### config.mk
export PLATFORM = sky130hd
export DESIGN_NAME = alu_dispatch_unit
export DESIGN_NICKNAME = d
export VERILOG_FILES = /design/src/rtl/alu_dispatch_unit.sv
export SDC_FILE = /design/constraint.sdc
export NUM_CORES = 1
export LEC_CHECK = 0
export BUFFER_PORTS_ARGS = -buffer_cell sky130_fd_sc_hd__buf_4
export CAP_MARGIN = 20
export CORE_MARGIN = 3
export CORE_UTILIZATION = 32
export CTS_CLUSTER_SIZE = 10
export DETAILED_ROUTE_END_ITERATION = 12
export REMOVE_ABC_BUFFERS = 1
export SLEW_MARGIN = 15
export SYNTH_ARGS = -nofsm -noshare
export SYNTH_HDL_FRONTEND = slang
export SYNTH_SLANG_ARGS = --single-unit
### constraint.sdc
create_clock -name clk -period 14.4 [get_ports clk]
set_clock_uncertainty 0.2 [all_clocks]
set_input_delay 0.72 -clock clk [delete_from_list [all_inputs] [get_ports clk]]
set_output_delay 0.72 -clock clk [all_outputs]
set_load 0.01 [all_outputs]
### src/rtl/alu_dispatch_unit.sv
// alu_dispatch_unit: circular dispatch queue feeding the ALU reservation
// station's dual-slot valid/ready insert port, two instructions per cycle
// in program order.
// Optional build macro ALU_DISPATCH_STATS_EN enables the dispatch/stall
// counters; without it both stat ports read zero and no counter flops exist.

package alu_dispatch_pkg;
   // Renamed ALU instruction as handed from rename to the reservation station.
   typedef struct packed {
      logic [5:0]  rob_tag;
      logic [3:0]  alu_op;
      logic [6:0]  prs1;
      logic [6:0]  prs2;
      logic [6:0]  prd;
      logic [31:0] imm;
   } dispatch_pipeline_data;
endpackage

module alu_dispatch_unit
   import alu_dispatch_pkg::*;
#(
   parameter int unsigned DEPTH = 8
) (
   input  logic                  clk,
   input  logic                  reset,
   input  logic                  flush,
   input  logic [1:0]            ren_valid,
   input  dispatch_pipeline_data ren_instr0,
   input  dispatch_pipeline_data ren_instr1,
   output logic                  ren_ready,
   input  logic                  rs_ready_in,
   input  logic                  rs_ready_in2,
   output logic                  valid_out_1,
   output logic                  valid_out_2,
   output dispatch_pipeline_data instr1,
   output dispatch_pipeline_data instr2,
   output logic [31:0]           stat_dispatched,
   output logic [31:0]           stat_stall
);

   localparam int unsigned PTR_W = $clog2(DEPTH);
   localparam int unsigned CNT_W = PTR_W + 1;

   if (DEPTH < 4 || (DEPTH & (DEPTH - 1)) != 0) begin : g_bad_depth
      $error("alu_dispatch_unit: DEPTH must be a power of two and at least 4");
   end

   dispatch_pipeline_data q [DEPTH];
   logic [PTR_W-1:0]      head;
   logic [PTR_W-1:0]      tail;
   logic [PTR_W-1:0]      head_p1;
   logic [PTR_W-1:0]      tail_p1;
   logic [CNT_W-1:0]      count;
   logic                  fire1;
   logic                  fire2;
   logic [1:0]            deq;
   logic [1:0]            enq;

   // Handshake terms: valids, in-order fire, and enqueue acceptance.
   always_comb begin
      head_p1     = head + PTR_W'(1);
      tail_p1     = tail + PTR_W'(1);
      valid_out_1 = (count >= CNT_W'(1)) && !flush;
      valid_out_2 = (count >= CNT_W'(2)) && !flush;
      // Depends on current count only, so a full queue never overflows.
      ren_ready   = (count <= CNT_W'(DEPTH - 2));
      fire1       = valid_out_1 && rs_ready_in;
      fire2       = fire1 && valid_out_2 && rs_ready_in2;
      deq         = {1'b0, fire1} + {1'b0, fire2};
      enq         = 2'd0;
      if (ren_ready) begin
         case (ren_valid)
            2'b01:   enq = 2'd1;
            2'b11:   enq = 2'd2;
            default: enq = 2'd0;
         endcase
      end
   end

   assign instr1 = q[head];
   assign instr2 = q[head_p1];

   // Pointer and occupancy update; flush squashes same-cycle traffic.
   always_ff @(posedge clk) begin
      if (reset || flush) begin
         head  <= '0;
         tail  <= '0;
         count <= '0;
      end else begin
         head  <= head + PTR_W'(deq);
         tail  <= tail + PTR_W'(enq);
         count <= count + CNT_W'(enq) - CNT_W'(deq);
      end
   end

   // Storage write; contents are intentionally left alone on reset/flush.
   always_ff @(posedge clk) begin
      if (!reset && !flush && enq != 2'd0) begin
         q[tail] <= ren_instr0;
         if (enq == 2'd2) begin
            q[tail_p1] <= ren_instr1;
         end
      end
   end

`ifdef ALU_DISPATCH_STATS_EN
   logic [31:0] disp_cnt;
   logic [31:0] stall_cnt;

   // Free-running dispatch and stall counters, cleared only by reset.
   always_ff @(posedge clk) begin
      if (reset) begin
         disp_cnt  <= '0;
         stall_cnt <= '0;
      end else begin
         disp_cnt <= disp_cnt + 32'(deq);
         if (valid_out_1 && !rs_ready_in) begin
            stall_cnt <= stall_cnt + 32'd1;
         end
      end
   end

   assign stat_dispatched = disp_cnt;
   assign stat_stall      = stall_cnt;
`else
   assign stat_dispatched = '0;
   assign stat_stall      = '0;
`endif

   // Older slot must be valid whenever the younger one is.
   always @(posedge clk) begin
      if (!reset) begin
         assert (ren_valid != 2'b10);
      end
   end

endmodule

==> metrics.md <==
| Metric | Value |
|---|---|
| CP endpoint kind | `primary output` |
| Mapped cell area | `0.0301 mm2` |
| Pwr dens | `approximately 110 mW/mm2` |
| Hold/Removal Path Class | `input port to register` |
| Post-synth ARST share | `0` |
| Top-area cell type share of the netlist area | `0.502` |
| Clock slew at reported path FFs | `0.05 ns` |
| Rows | `around 110` |
| Commonest cells in the netlist | `mux2_2, edfxtp_1, mux4_2, buf_4, mux2_1` |
| Syn_area_per_cell | `~18 um2` |
| Fin. Hold Viols | `0` |
| Unrepaired setup endpoints after global routing | `false` |
| Antenna Nets Post-Route | `0` |
| Final period util | `0.412` |
| Status | `completed` |
| H-tree level count | `2` |
| Initial antenna violation count | `15` |
| Synth Register Bits | `around 500` |
| Global Route Usage Sum | `0.175` |
| Kind of start point of the critical path | `register` |
| VDD IR-drop max | `around 0.000084 V` |
| Leakage Power | `about 11 nW` |
| Distinct cells, synth | `42` |
| DRC viols | `0` |
| Drt pass-1 iters | `5` |
| Max-slew violation count | `0` |
| Placer congestion estimate | `between 0.7 and 0.8` |
| Relative slew margins | `0.261` |
| Post-DP HPWL | `just over 50 mm` |
| CTS buffer count | `between 60 and 70` |
| EDFF count, synth | `504` |
| Nets | `about 2100` |
| Clk_lat worst skew | `~0.63 ns` |
| Post-cts hold buffer count | `0` |
| Required time worst endpoint | `13.48 ns` |
| Crit path DAT | `approximately 5.0 ns` |
| Hold Path Depth | `3` |
| Fin Setup TNS | `0 ns` |
| TritonCTS clock tree | `built` |
| Initial core utilization | `0.326` |
| WL per Instance | `~27 um` |
| First-pass GRT wire length | `127 mm` |
| Post-cts resize count | `0` |
| Final setup viols | `0` |
| PortBufs | `about 260` |
| Max_cap viols | `0` |
| DR vias | `17200` |
| Die X | `between 300 and 400 um` |
| R2R cell count | `6` |
| Ys flop type | `edfxtp_1` |
| Cells after Synth | `1680` |
| Share of layout cells above drive strength 1 | `0.631` |
| DR vias/cell | `between 5 and 6` |
| Largest net degree at the start of global routing | `67` |
| Crit Path Category | `register to primary output` |
| Minimum clock period | `between 5 and 6 ns` |
| Filler instances | `8614` |
| WHS | `between 0.2 and 0.25 ns` |
| Routed wire length | `~87 mm` |
| Die footprint | `a little under 0.1 mm2` |
| DR iter-0 viols | `roughly 1200` |
| Total grt overflow | `0` |
| Postcts setup bufs | `0` |
| Critical Path Fanout Max | `52` |
| I/O Pins | `326` |
| Clock Sinks | `around 510` |
| Core ar. | `between 0.09 and 0.1 mm2` |
| Sequential fraction of the synthesis area | `0.509` |
| Synth area leaders | `edfxtp_1, mux2_2, mux4_2` |
| Worst slew pin tran | `approximately 1.1 ns` |
| Cell with the most instances after synthesis | `mux2_2` |
| Worst-case clock buffer depth | `3` |
| Cell taking the most area after synthesis | `edfxtp_1` |
| CTS Root Cell | `clkbuf_16` |
| Layout Utilization | `0.377` |
| Achievable Freq | `approximately 0.17 GHz` |
| Synth warn | `0` |
| Area growth syn-to-layout | `15.7%` |
| Die Height | `between 300 and 400 um` |
| Vias in the first global route | `18800` |
-- metrics by stage --
| step | total power (W) | worst slack (ns) | cells | instance area (um2) |
|---|---|---|---|---|
| final | 0.00367 | 8.46 | 3209 | 34900 |
| after global routing | 0.00382 | 8.01 | 3200 | 34800 |
| after detailed placement | 0.00230 | 8.99 | 3101 | 33100 |
| after global placement | 0.00229 | 9.06 | 3101 | 33100 |
| after CTS | 0.00372 | 8.28 | 3194 | 34800 |
| after floorplan | 0.00215 | 1.30 | 1556 | 29100 |
-- cells in the final DEF, fill, tap and decap left out, types with 9 or more instances in the layout --
cell	n
conb_1	64
ha_1	10
mux4_2	252
mux2_2	581
inv_1	12
nor2_1	9
clkbuf_1	18
diode_2	14
edfxtp_1	504
mux2_1	49
clkbuf_16	62
buf_4	302
-- report_power, final --
group,switching (W),leakage (nW),internal (W)
registers,0.0000197,4.63,0.00167
logic,0.000270,5.61,0.000304
clock network,0.000597,0.854,0.000812
-- path summary, 6_finish.rpt --
kind	startpoint	to	slack, ns
worst min-delay path	reset	head[0]$_SDFF_PP0_	0.22
worst max register to register	tail[0]$_SDFF_PP0_	q[4][59]$_DFFE_PP_	10.39
worst max-delay path	head[0]$_SDFF_PP0_	instr2[27]	8.46
worst min register to register	count[0]$_SDFF_PP0_	count[0]$_SDFF_PP0_	0.45
-- metal layers --
layer,up-vias,global-route usage,share of wire
li1,7334,-,-
met1,9228,0.227,0.42
met2,517,0.297,0.50
met3,126,0.0355,0.054
met4,2,0.0506,0.026
met5,-,0,0.00015
-- flip-flops by register name, summed over array words and instances (netlist names) --
register,cells
tail,3
head,3
q,504
count,4
-- critical path, cell delays in order (launching register included) --
cell and delay, ns:
dfxtp_4 0.90, buf_4 0.77, buf_4 0.78, buf_4 0.76, mux4_2 0.59, mux2_2 0.29, buf_4 0.15
-- cells by family (layout without fill, tap and decap cells) --
group                      count (synthesis)  count (layout)  share of synthesized area
muxes                                    882             882                      0.424
DFF                                      514             514                      0.509
buffers and inverters                    199             408                     0.0433
and+or+nand+nor                           49              49                     0.0109
adders and majority gates                 15              15                    0.00722
AOI/OAI and AO/OA                         13              13                    0.00336
xor gates and xnor gates                   7               7                    0.00253
other                                      1              78                   0.000124
-- area by class of cell --
type                       count  area, um2  share of cell area
tap                         1243       1560              0.0446
inverter                      12       45.0             0.00129
clock inverter                13        140             0.00402
clock buffer                  80       1620              0.0464
timing repair buffer         303       2290              0.0656
antenna                       14       35.0             0.00100
multi-input combinational   1030      13800               0.397
sequential                   514      15300               0.440
Note: power is estimated with default switching activity, not from simulation.
